--- src/rtl/menu_sprite_sequencer.sv ---
// Pixel-domain read sequencer for the two-image menu sprite ROM.
// Turns scan position into ROM addresses via a per-frame row-base counter and alternates images.
module menu_sprite_sequencer #(
  parameter int unsigned IMG_W         = 450,
  parameter int unsigned IMG_H         = 370,
  parameter int unsigned X0            = 95,
  parameter int unsigned Y0            = 55,
  parameter int unsigned ADDR_W        = 19,
  parameter int unsigned IDX_W         = 5,
  parameter int unsigned TOGGLE_FRAMES = 30,
  parameter int unsigned COORD_W       = 10
) (
  input  logic               pixel_clk,
  input  logic               reset_n,
  input  logic [COORD_W-1:0] draw_x,
  input  logic [COORD_W-1:0] draw_y,
  input  logic               vde,
  input  logic               frame_start,
  input  logic               menu_en,
  input  logic               anim_en,
  output logic [ADDR_W-1:0]  rom_addr,
  input  logic [IDX_W-1:0]   rom_data0,
  input  logic [IDX_W-1:0]   rom_data1,
  output logic [IDX_W-1:0]   pix_idx,
  output logic               pix_valid,
  output logic               frame_sel,
  output logic               sync_err
);

  localparam int unsigned CNT_W = (TOGGLE_FRAMES > 1) ? $clog2(TOGGLE_FRAMES) : 1;

  localparam logic [COORD_W-1:0] X_LO     = COORD_W'(X0);
  localparam logic [COORD_W-1:0] X_HI     = COORD_W'(X0 + IMG_W - 1);
  localparam logic [COORD_W-1:0] Y_LO     = COORD_W'(Y0);
  localparam logic [COORD_W-1:0] Y_HI     = COORD_W'(Y0 + IMG_H - 1);
  localparam logic [ADDR_W-1:0]  ROW_STEP = ADDR_W'(IMG_W);
  localparam logic [ADDR_W-1:0]  TOTAL    = ADDR_W'(IMG_W * IMG_H);
  localparam logic [CNT_W-1:0]   CNT_LAST = CNT_W'(TOGGLE_FRAMES - 1);

  logic [ADDR_W-1:0]  r_rom_addr;
  logic               r_v1;
  logic               r_sel1;
  logic [IDX_W-1:0]   r_pix_idx;
  logic               r_pix_valid;
  logic [ADDR_W-1:0]  r_row_base;
  logic [CNT_W-1:0]   r_frame_cnt;
  logic               r_frame_sel;
  logic               r_sync_err;

  logic               w_in_win;
  logic [COORD_W-1:0] w_x_off;
  logic [ADDR_W-1:0]  w_addr_nxt;
  logic [IDX_W-1:0]   w_pix_nxt;
  logic [ADDR_W-1:0]  w_row_base_nxt;
  logic [CNT_W-1:0]   w_cnt_nxt;
  logic               w_sel_nxt;
  logic               w_err_nxt;

  // Sprite window qualification of the current scan position
  assign w_in_win = menu_en & vde
                  & (draw_x >= X_LO) & (draw_x <= X_HI)
                  & (draw_y >= Y_LO) & (draw_y <= Y_HI);
  assign w_x_off  = draw_x - X_LO;

  always_comb begin
    w_addr_nxt     = '0;
    w_pix_nxt      = '0;
    w_row_base_nxt = r_row_base;
    w_cnt_nxt      = r_frame_cnt;
    w_sel_nxt      = r_frame_sel;
    w_err_nxt      = r_sync_err;

    if (w_in_win && (r_row_base < TOTAL)) begin
      w_addr_nxt = r_row_base + ADDR_W'(w_x_off);
    end

    if (r_v1) begin
      w_pix_nxt = r_sel1 ? rom_data1 : rom_data0;
    end

    // Frame start realigns the row base; clearing beats a coincident row-end step
    if (frame_start) begin
      w_row_base_nxt = '0;
      if ((r_row_base != '0) && (r_row_base != TOTAL)) begin
        w_err_nxt = 1'b1;
      end
    end else if (w_in_win && (draw_x == X_HI) && (r_row_base < TOTAL)) begin
      w_row_base_nxt = r_row_base + ROW_STEP;
    end

    // Image selection only moves at frame boundaries or when the layer is disabled
    if (!menu_en) begin
      w_cnt_nxt = '0;
      w_sel_nxt = 1'b0;
    end else if (frame_start && anim_en) begin
      if (r_frame_cnt == CNT_LAST) begin
        w_cnt_nxt = '0;
        w_sel_nxt = ~r_frame_sel;
      end else begin
        w_cnt_nxt = r_frame_cnt + CNT_W'(1);
      end
    end
  end

  always_ff @(posedge pixel_clk) begin
    if (!reset_n) begin
      r_rom_addr  <= '0;
      r_v1        <= 1'b0;
      r_sel1      <= 1'b0;
      r_pix_idx   <= '0;
      r_pix_valid <= 1'b0;
      r_row_base  <= '0;
      r_frame_cnt <= '0;
      r_frame_sel <= 1'b0;
      r_sync_err  <= 1'b0;
    end else begin
      r_rom_addr  <= w_addr_nxt;
      r_v1        <= w_in_win;
      r_sel1      <= r_frame_sel;
      r_pix_idx   <= w_pix_nxt;
      r_pix_valid <= r_v1;
      r_row_base  <= w_row_base_nxt;
      r_frame_cnt <= w_cnt_nxt;
      r_frame_sel <= w_sel_nxt;
      r_sync_err  <= w_err_nxt;
    end
  end

  assign rom_addr  = r_rom_addr;
  assign pix_idx   = r_pix_idx;
  assign pix_valid = r_pix_valid;
  assign frame_sel = r_frame_sel;
  assign sync_err  = r_sync_err;

endmodule

--- config.mk ---
export PLATFORM = sky130hd
export DESIGN_NAME = menu_sprite_sequencer
export DESIGN_NICKNAME = d
export VERILOG_FILES = /design/src/rtl/menu_sprite_sequencer.sv
export SDC_FILE = /design/constraint.sdc
export NUM_CORES = 1
export LEC_CHECK = 0
export BUFFER_PORTS_ARGS = -buffer_cell sky130_fd_sc_hd__buf_2
export CAP_MARGIN = 10
export CORE_ASPECT_RATIO = 1.75
export CORE_MARGIN = 2
export CORE_UTILIZATION = 35
export CTS_BUF_LIST = sky130_fd_sc_hd__clkbuf_8 sky130_fd_sc_hd__clkbuf_16
export DETAILED_ROUTE_END_ITERATION = 10
export HOLD_SLACK_MARGIN = 0.1
export PLACE_DENSITY = 0.58
export SLEW_MARGIN = 40
export SYNTH_ARGS = -nofsm -noshare
export SYNTH_HDL_FRONTEND = slang
export SYNTH_SLANG_ARGS = --single-unit
--- constraint.sdc ---
create_clock -name pixel_clk -period 5.5 [get_ports pixel_clk]
set_clock_uncertainty 0.15 [all_clocks]
set_input_delay 0 -clock pixel_clk [delete_from_list [all_inputs] [get_ports pixel_clk]]
set_output_delay 0 -clock pixel_clk [all_outputs]
set_load 0.02 [all_outputs]
==> results of run 1 <==
==> power by group through the flow <==
stage	sequential (mW)	clock (mW)	combinational, mW
6_report	0.379	0.309	0.0755
5_1_grt	0.379	0.334	0.0849
4_1_cts	0.379	0.320	0.0752
3_5_place_dp	0.388	0	0.0660
3_3_place_gp	0.388	0	0.0648
2_1_floorplan	0.389	0	0.0358
==> synthesized netlist by cell type, types with 2 or more instances <==
master | instances | area, µm²
nand4_1 | 10 | 62.56
mux2i_1 | 7 | 70.07
and2_1 | 3 | 18.77
nand2b_1 | 5 | 31.28
xnor2_1 | 19 | 166.4
ha_1 | 17 | 212.7
o211ai_1 | 3 | 22.52
or4_1 | 5 | 37.54
inv_1 | 12 | 45.04
a31o_2 | 3 | 26.28
or3_1 | 3 | 18.77
nor2b_1 | 3 | 18.77
and2_2 | 2 | 15.01
dfxtp_1 | 52 | 1041
nor2_1 | 45 | 168.9
o21a_1 | 3 | 22.52
or3_4 | 2 | 22.52
a211oi_1 | 2 | 15.01
clkbuf_1 | 3 | 11.26
nor3_1 | 10 | 50.05
xor2_1 | 13 | 113.9
o21ai_0 | 10 | 50.05
and3_1 | 7 | 43.79
a21oi_1 | 13 | 65.06
nor4_1 | 4 | 25.02
nand2_1 | 20 | 75.07
o31ai_1 | 5 | 37.54
nand3_1 | 12 | 60.06
==> state kept, by name, summed over array words and instances, names as in the netlist <==
signal       flops
r_v1             1
rom_addr        19
pix_idx          5
pix_valid        1
sync_err         1
frame_sel        1
r_sel1           1
r_frame_cnt      5
r_row_base      18
==> per-stage QoR <==
step / util / setup slack (ps) / instance area (µm²) / total power [mW] / std cells
2_1_floorplan: - / 3112 / 2791 / 0.4250 / 318
3_3_place_gp: 0.4081 / 2806 / 3206 / 0.4523 / 467
3_5_place_dp: 0.4081 / 2787 / 3206 / 0.4536 / 467
4_1_cts: 0.4559 / 2621 / 3581 / 0.7736 / 498
5_1_grt: 0.4559 / 2345 / 3581 / 0.7974 / 498
6_report: 0.4559 / 2625 / 3581 / 0.7632 / 498
==> worst max-delay path, cell delays in order <==
cell and delay (ps):
dlygate4sd3_1 530, buf_2 140, ha_1 230, a41oi_1 330, xnor2_1 110, ha_1 220, or3_1 400, nand2b_1 160
o221ai_1 400, nor2_1 120, xnor2_1 170, nor2_1 60
==> layout make-up <==
cell class,count,area [µm²],area share
flip-flops and latches,52,1041,0.2907
repair buffers,87,555.5,0.1551
inverters,12,45.04,0.01258
well taps,90,112.6,0.03145
clock buffers,5,125.1,0.03494
clock inverters,3,20.02,0.005591
multi-input cells,249,1682,0.4696
==> kinds of logic (layout without fill, tap and decap cells) <==
kind of cell / count (synthesis) / count (layout) / synth area share
flops: 52 / 52 / 0.3729
xor+xnor: 32 / 32 / 0.1004
other cells: 1 / 1 / 0.001343
mux: 7 / 7 / 0.02510
fa+ha+maj: 18 / 18 / 0.08337
compound gates: 50 / 50 / 0.1215
simple gates: 141 / 141 / 0.2707
buf+inv: 17 / 107 / 0.02465
==> worst max-delay path by stage <==
stage,endpoint,start
after floorplan,r_row_base[8],r_row_base[2]
after global placement,r_row_base[11],r_row_base[2]
after detailed placement,r_row_base[14],r_row_base[2]
after CTS,rom_addr[14],draw_x[0]
after global routing,rom_addr[14],draw_x[0]
final,rom_addr[14],draw_x[0]
==> routing by layer <==
metal | wire length, µm | vias up
li1 | - | 1308
met1 | 2630 | 1171
met2 | 3717 | 67
met3 | 231 | 29
met4 | 482 | 0
met5 | 0 | -
==> summary.txt, run 1 <==
CTS Root Cell -> clkbuf_16
LEAKAGE -> 1.525 nW
Worst flop-to-flop path startpoint -> r_row_base[2]
Sequential share of power -> 0.496
Fraction of registers with async set/reset -> 0
Switching power -> 0.1810 mW
Least-Margin Pin Slew -> 804.8 ps
Post_cts resized -> 0
Nets -> 461
Most common cell after layout, fill and taps aside -> buf_2
R2r worst-path depth -> 6
FF-to-FF setup slack -> 2770 ps
GR Util met1 -> 0.1739
Reg clk slew, reported paths -> 70 ps
FF+latch count, synth -> 52
Layout cells sized above 1 -> 0.2108
Outcome -> finished clean
N_diodes -> 0
Hold Slack -> 149.6 ps
Number of detailed-routing iterations run before antenna repair -> 4
CP required -> 5510 ps
Cells after synthesis -> 318
Clock power share -> 0.405
Post-DP HPWL -> 5272 µm
Setup repair bufs after CTS -> 0
Antenna violations before repair -> 0
Pint -> 0.5822 mW
Largest net degree at the start of global routing -> 17
Antenna-violating nets left -> 0
Syn Nets -> 372
Layout area overhead -> 28.28%
WL final -> 7061 µm
Yosys warns -> 0
RSZ-0062 raised after global routing -> false
WHS Endpoint -> rom_addr[1]
Clk_lat worst skew -> 300 ps
Row count -> 43
Synthesized area -> 2791 µm²
Max-cap viol count -> 0
Setup Crit Path Kind -> input pin to flop
Setup crit end kind -> flop
Worst Hold Launch -> draw_x[1]
Gp weighted congestion -> 0.8709
TritonCTS clock tree -> yes
Most used DFF post-synth -> dfxtp_1
Fin Setup TNS -> 0 ps
Final Hold Vio Count -> 0
Hold Path Stages -> 5
All-layer global routing usage -> 0.1706
First-pass GRT wire length -> 11550 µm
Arrival time at the worst endpoint -> 2880 ps
Commonest cells after routing, fill and taps aside -> buf_2, dfxtp_1, nor2_1, dlygate4sd3_1, nand2_1
Port Buffers -> 62
Crit path time final -> 2875 ps
Routed vias -> 2575
Sequential area share after synthesis -> 0.3729
Wirelength per Cell -> 14.18 µm
Max rail drop VDD -> 127.2 µV
DR iter-0 viols -> 111
Die Y -> 122.1 µm
Cell Pwr Density -> 213.1 nW/µm²
CTS Hold Buffers Added -> 23
Num Clock Sinks -> 52
Grt peak-use layer -> met2
Die X -> 71.51 µm
Crit share post-route -> 0.5228
Grt met2 use -> 0.3067
Via density -> 5.171
Starting Density -> 0.3554
Sw frac -> 0.2372
Clock Tree Buf Depth -> 2
Max Slew Vio Count -> 0
Vias in the first global route -> 2469
Yosys cell types -> 53
Setup Viol. Count Final -> 0
Avg Inst Size Synth -> 8.778 µm²
Core footprint -> 7855 µm²
Tightest Hold Check Type -> input pin to flop
Achievable frequency -> 0.3478 GHz
Die area -> 8734 µm²
Detailed-route DRC error count -> 0
H-tree depth -> 2
Met3 Use GR -> 0.02564
Slew HR -> 0.4585
Max FO, Critical Path -> 4
R2r endpoint -> r_row_base[14]
Fillers -> 784
Combinational power share -> 0.099
Worst setup SP type -> input pin
Total grt overflow -> 0
CTS Buf Count -> 5
IO Count -> 63
Number of synthesized flops with an enable pin -> 0
No activity file was read; power rests on OpenSTA's default activity.
==> run 2, diff against run 1 <==
--- a/config.mk
+++ b/config.mk
@@ -5,6 +5,7 @@
 export SDC_FILE = /design/constraint.sdc
 export NUM_CORES = 1
 export LEC_CHECK = 0
+export ABC_AREA = 1
 export BUFFER_PORTS_ARGS = -buffer_cell sky130_fd_sc_hd__buf_2
 export CAP_MARGIN = 10
 export CORE_ASPECT_RATIO = 1.75
@@ -13,7 +14,7 @@
 export CTS_BUF_LIST = sky130_fd_sc_hd__clkbuf_8 sky130_fd_sc_hd__clkbuf_16
 export DETAILED_ROUTE_END_ITERATION = 10
 export HOLD_SLACK_MARGIN = 0.1
-export PLACE_DENSITY = 0.58
+export PLACE_DENSITY = 0.57
 export SLEW_MARGIN = 40
 export SYNTH_ARGS = -nofsm -noshare
 export SYNTH_HDL_FRONTEND = slang
==> constraint.sdc (replaced) <==
create_clock -name pixel_clk -period 2.8 [get_ports pixel_clk]
set_clock_uncertainty 0.15 [all_clocks]
set_input_delay 0 -clock pixel_clk [delete_from_list [all_inputs] [get_ports pixel_clk]]
set_output_delay 0 -clock pixel_clk [all_outputs]
set_load 0.02 [all_outputs]
==> summary.txt, run 2 <==
Outcome -> finished clean
Row count -> 47 (+9.3%)
Clk_lat worst skew -> 290 ps (about the same)
Layout area overhead -> 25.16%
Via density -> 4.883 (-5.6%)
Reg clk slew, reported paths -> 70 ps (about the same)
Slew HR -> 0.6300 (+0.1715)
DR iter-0 viols -> 147 (+32%)
Worst Hold Launch -> draw_x[1]
Gp weighted congestion -> 0.9124 (+4.8%)
Most frequent cell after synthesis -> nand2_1
Most frequent cell on the critical path -> nor2_2
Nets -> 652 (+41%)
Fraction of registers with async set/reset -> 0 (unchanged)
CP startpoint -> draw_x[0]
TritonCTS clock tree -> yes
Crit path time final -> 2585 ps
Max-cap viol count -> 0 (unchanged)
R2r endpoint -> rom_addr[0]
FF+latch count, synth -> 52 (unchanged)
Utilization after layout -> 0.4499 (-0.006011)
Post-DP HPWL -> 7602 µm (+44%)
All-layer global routing usage -> 0.1897 (+0.01905)
WHS Endpoint -> rom_addr[1]
Max reg flops -> 19 (unchanged)
Routed vias -> 3521 (+37%)
Achievable frequency -> 0.3868 GHz
CTS Root Cell -> clkbuf_16
Yosys cell types -> 33 (-38%)
Least-Margin Pin Slew -> 551.6 ps (-253.2 ps)
Synth area leader -> dfxtp_1
Most used DFF post-synth -> dfxtp_1
Arrival time at the worst endpoint -> 2620 ps (-260 ps)
Top-area cell type share of the netlist area -> 0.3078 (-0.06512)
FF-to-FF setup slack -> 310 ps (-2460 ps)
Clock Tree Buf Depth -> 2 (unchanged)
Area after DPL -> 3796 µm² (+18%)
R2r worst-path depth -> 11 (+5)
Number of synthesized flops with an enable pin -> 0 (unchanged)
Final Hold Vio Count -> 0 (unchanged)
H-tree depth -> 2 (unchanged)
CP max-delay cell -> dlygate4sd3_1
Fillers -> 1003 (+28%)
Fin Setup TNS -> 0 ps (unchanged)
Number of detailed-routing iterations run before antenna repair -> 4 (unchanged)
Most common cell after layout, fill and taps aside -> nand2_1
Die Y -> 134.0 µm (+9.7%)
Synth top area cells -> dfxtp_1, nand2_1, inv_1
Worst setup SP type -> input pin
Tightest Hold Check Type -> input pin to flop
Vias in the first global route -> 3458 (+40%)
Syn Nets -> 566 (+52%)
Largest net degree at the start of global routing -> 18 (+1)
Yosys warns -> 0 (unchanged)
Wirelength per Cell -> 13.78 µm (-2.8%)
Cells along the critical path -> dlygate4sd3_1 > buf_2 > ha_2 > nand3_2 > nor2_2 > nor2_1 > o21ai_1 > xor2_1 > inv_1 > ha_4 > nand2_1 > nor2_2 > nand3_1 > nand3_1 > nand2_1 > xor2_1 > nor2_2
Antenna-violating nets left -> 0 (unchanged)
Max Slew Vio Count -> 0 (unchanged)
CTS Buf Count -> 5 (unchanged)
Die X -> 78.31 µm (+9.5%)
Port Buffers -> 62 (unchanged)
Hold Path Stages -> 6 (+1)
Setup Viol. Count Final -> 0 (unchanged)
Top cells by count, synth -> nand2_1, inv_1, nor2_1, dfxtp_1, a21oi_1
Total Power Consumption -> 1.623 mW (+110%)
Crit-path max cell delay -> 530 ps (about the same)
LEAKAGE -> 1.973 nW (+29%)
Antenna violations before repair -> 0 (unchanged)
Num Clock Sinks -> 52 (unchanged)
WL final -> 9934 µm (+41%)
Layout cells sized above 1 -> 0.1736 (-0.03716)
CP required -> 2840 ps (-2670 ps)
Detailed-route DRC error count -> 0 (unchanged)
First-pass GRT wire length -> 15740 µm (+36%)
Synthesized area -> 3382 µm² (+21%)
Max rail drop VDD -> 248.6 µV (+96%)
Die area -> 10500 µm² (+20%)
Total grt overflow -> 0 (unchanged)
Core footprint -> 9409 µm² (+20%)
Avg Inst Size Synth -> 6.605 µm² (-25%)
Sequential area share after synthesis -> 0.3078 (-0.06512)
Worst flop-to-flop path startpoint -> r_row_base[11]
Crit share post-route -> 0.9232
Starting Density -> 0.3594 (+0.004074)
IO Count -> 63 (unchanged)
Finished Cell Area -> 4233 µm² (+18%)
Setup crit end kind -> flop
Setup Crit Path Kind -> input pin to flop
N_diodes -> 0 (unchanged)
Cell Pwr Density -> 383.4 nW/µm² (+80%)
Hold Slack -> 118.3 ps (-31.35 ps)
Commonest cells after routing, fill and taps aside -> nand2_1, inv_1, buf_2, nor2_1, dfxtp_1
Max FO, Critical Path -> 5 (+1)
Cells after synthesis -> 512 (+61%)
==> run 2: cell types whose count changed after synthesis, moves of 7 or more <==
cell and change:
xnor2_1 -18, nor2_1 +19, nand2_1 +114, nand4_1 +18
and3_1 -7, a21oi_1 +26, inv_1 +54, mux2i_1 -7
nand3_1 +25
==> run 2: metal layers <==
metal / share of wire / global-route usage
met1: 0.37 / 0.1832
met5: 0 / 0
met2: 0.55 / 0.3784
met4: 0.039 / 0.09454
met3: 0.041 / 0.02624
==> run 2: power breakdown <==
part	switching [mW]	internal, mW	leakage (nW)
sequential	0.00159	0.743	0.419
clock	0.287	0.421	0.0798
combinational	0.0981	0.0723	1.47
total	0.387	1.24	1.97
==> run 2: cell type report <==
| cell class | instances | area (µm²) | share of cell area |
|---|---|---|---|
| Multi-Input combinational cell | 379 | 2032 | 0.4800 |
| Sequential cell | 52 | 1041 | 0.2459 |
| Tap cell | 122 | 152.6 | 0.03606 |
| Inverter | 69 | 259.0 | 0.06119 |
| Clock buffer | 5 | 125.1 | 0.02956 |
| Clock inverter | 3 | 42.54 | 0.01005 |
| Timing Repair Buffer | 91 | 580.6 | 0.1372 |
==> run 2: per-stage QoR <==
stage,worst slack (ps),std cells
after floorplan,691.7,512
after global placement,356.0,690
after detailed placement,321.3,690
after CTS,22.44,719
after global routing,-18.62,721
final,214.9,721
==> run 2: timing repair <==
| action | 4_1_cts | 5_1_grt |
|---|---|---|
| endpoints found under the hold margin | 34 | 0 |
| setup buffers | 0 | 2 |
| gates resized for setup | 0 | 13 |
| setup endpoints to repair | 0 | 10 |
| hold buffers | 21 | 0 |
==> run 2: how the worst max path moves through the flow <==
stage                     slack (ps)  cells past startpoint           end
final                            210                     17  rom_addr[15]
after global routing             -20                     16  rom_addr[13]
after CTS                         20                     13   rom_addr[0]
after detailed placement         320                     14   rom_addr[9]
after global placement           360                     14   rom_addr[9]
after floorplan                  690                     13   rom_addr[9]
==> run 2: worst max-delay path: cells and delay by family <==
family,cells,cell delay (ps)
simple gates,9,840
buf+inv,3,770
fa+ha+maj,2,490
xor+xnor,2,350
compound gates,1,160
==> run 2: cell families after synthesis <==
family | Yosys count | synth area share
flops | 52 | 0.3078
buf+inv | 81 | 0.1043
fa+ha+maj | 18 | 0.06881
compound gates | 56 | 0.09175
other cells | 1 | 0.001109
xor+xnor | 18 | 0.04661
simple gates | 286 | 0.3796
==> run 3, diff against run 2 <==
--- a/config.mk
+++ b/config.mk
@@ -14,7 +14,7 @@
 export CTS_BUF_LIST = sky130_fd_sc_hd__clkbuf_8 sky130_fd_sc_hd__clkbuf_16
 export DETAILED_ROUTE_END_ITERATION = 10
 export HOLD_SLACK_MARGIN = 0.1
-export PLACE_DENSITY = 0.57
+export PLACE_DENSITY_LB_ADDON = 0.12
 export SLEW_MARGIN = 40
 export SYNTH_ARGS = -nofsm -noshare
 export SYNTH_HDL_FRONTEND = slang
==> summary.txt, run 3 (synthesis gave the netlist of run 2 again) <==
Worst setup margin -> 134.2 ps (-80.77 ps)
Clk_lat worst skew -> 300 ps (about the same)
Commonest cells after routing, fill and taps aside -> nand2_1, inv_1, nor2_1, buf_2, dfxtp_1
Port Buffers -> 62 (unchanged)
Outcome -> finished clean
Num Clock Sinks -> 52 (unchanged)
Cell Pwr Density -> 385.4 nW/µm² (+0.53%)
RSZ-0062 raised after global routing -> false
Gp weighted congestion -> 0.9391 (+2.9%)
Reg clk slew, reported paths -> 70 ps (about the same)
Vias in the first global route -> 3518 (+1.7%)
Max Slew Vio Count -> 0 (unchanged)
Worst setup SP type -> input pin
Detailed-route DRC error count -> 0 (unchanged)
Starting Density -> 0.3594 (unchanged)
Max-cap viol count -> 0 (unchanged)
Crit-path max cell delay -> 580 ps (+50 ps)
Layout cells sized above 1 -> 0.1722 (-0.001382)
Nets -> 651 (-0.15%)
Core footprint -> 9409 µm² (unchanged)
Setup Crit Path Kind -> input pin to flop
Crit path time final -> 2666 ps (+80.77 ps)
Total grt overflow -> 0 (unchanged)
Routed vias -> 3508 (-0.37%)
Number of detailed-routing iterations run before antenna repair -> 5 (+1)
CTS Root Cell -> clkbuf_16
Tightest Hold Check Type -> input pin to flop
DP Worst Slack -> 314.4 ps (-6.858 ps)
All-layer global routing usage -> 0.1963 (+0.006595)
Die area -> 10500 µm² (unchanged)
Max rail drop VDD -> 271.6 µV (+9.2%)
Arrival time at the worst endpoint -> 2760 ps (+140 ps)
Achievable frequency -> 0.3751 GHz (-3.0%)
Die Y -> 134.0 µm (unchanged)
Via density -> 4.872 (-0.23%)
Largest net degree at the start of global routing -> 18 (unchanged)
Total Power Consumption -> 1.635 mW (+0.76%)
Most common cell after layout, fill and taps aside -> nand2_1
Slew HR -> 0.6423 (+0.01231)
Least-Margin Pin Slew -> 533.3 ps (-18.34 ps)
IO Count -> 63 (unchanged)
Max FO, Critical Path -> 2 (-3)
Crit share post-route -> 0.9521 (+0.02885)
Final Hold Vio Count -> 0 (unchanged)
Layout area overhead -> 25.45%
Antenna-violating nets left -> 0 (unchanged)
Die X -> 78.31 µm (unchanged)
Post-DP HPWL -> 7848 µm (+3.2%)
Hold Slack -> 103.7 ps (-14.55 ps)
Setup crit end kind -> flop
TritonCTS clock tree -> yes
N_diodes -> 0 (unchanged)
Most frequent cell on the critical path -> dlygate4sd3_1
Setup Viol. Count Final -> 0 (unchanged)
Max reg flops -> 19 (unchanged)
H-tree depth -> 2 (unchanged)
Cells along the critical path -> dlygate4sd3_1 > buf_2 > nand2_1 > nor2_1 > dlygate4sd3_1 > nand2_1 > dlygate4sd3_1 > nor3_2 > dlygate4sd3_1
CTS Buf Count -> 5 (unchanged)
WL final -> 10020 µm (+0.83%)
Antenna violations before repair -> 0 (unchanged)
Clock Tree Buf Depth -> 2 (unchanged)
Wirelength per Cell -> 13.91 µm (+0.97%)
First-pass GRT wire length -> 16280 µm (+3.5%)
CP max-delay cell -> dlygate4sd3_1
LEAKAGE -> 1.982 nW (+0.43%)
CP required -> 2890 ps (+50 ps)
Row count -> 47 (unchanged)
DR iter-0 viols -> 114 (-22%)
Fin Setup TNS -> 0 ps (unchanged)
[run 3: repair_timing]
item / in CTS / in global routing
setup buffers: 0 / 2
resized for setup: 0 / 15
endpoints found under the setup margin: 0 / 11
hold buffers: 22 / 0
endpoints found under the hold margin: 34 / 0
[run 3: cell type report]
| cell class | count | area (µm²) |
|---|---|---|
| multi-input combinational | 379 | 2041 |
| fill | 1001 | 5166 |
| tap | 122 | 152.6 |
| sequential | 52 | 1041 |
| inverter | 69 | 259.0 |
| timing repair buffer | 90 | 578.1 |
| clock inverter | 3 | 46.29 |
| clock buffer | 5 | 125.1 |
[run 3: worst paths after layout]
| check | from | end | slack (ps) | cells after the start |
|---|---|---|---|---|
| setup / recovery | menu_en | r_v1 | 130 | 9 |
| hold / removal | draw_y[6] | rom_addr[10] | 100 | 8 |
| setup reg to reg | r_row_base[8] | rom_addr[0] | 210 | 9 |
| hold reg to reg | frame_sel | r_sel1 | 300 | 2 |
[run 3: per-stage QoR]
stage | std cells | util | cell area, µm²
floorplan | 512 | - | 3382
CTS | 718 | 0.4435 | 4173
detailed placement | 688 | 0.4019 | 3781
global route | 720 | 0.4509 | 4243
finish | 720 | 0.4509 | 4243
global placement | 688 | 0.4019 | 3781
[run 3: where the power goes]
part	internal (mW)	switching (mW)
Clock	0.426	0.299
Combinational	0.0702	0.0963
Sequential	0.743	0.00162
[run 3: critical path: cells and delay by family]
kind                   cells  cell delay (ps)
buffers and inverters      5             2330
and+or+nand+nor            4              420
[run 3: metal layers]
layer | track usage | share of wire
met5 | 0 | 0
met4 | 0.09649 | 0.035
met3 | 0.02557 | 0.039
met2 | 0.3841 | 0.54
met1 | 0.1976 | 0.38
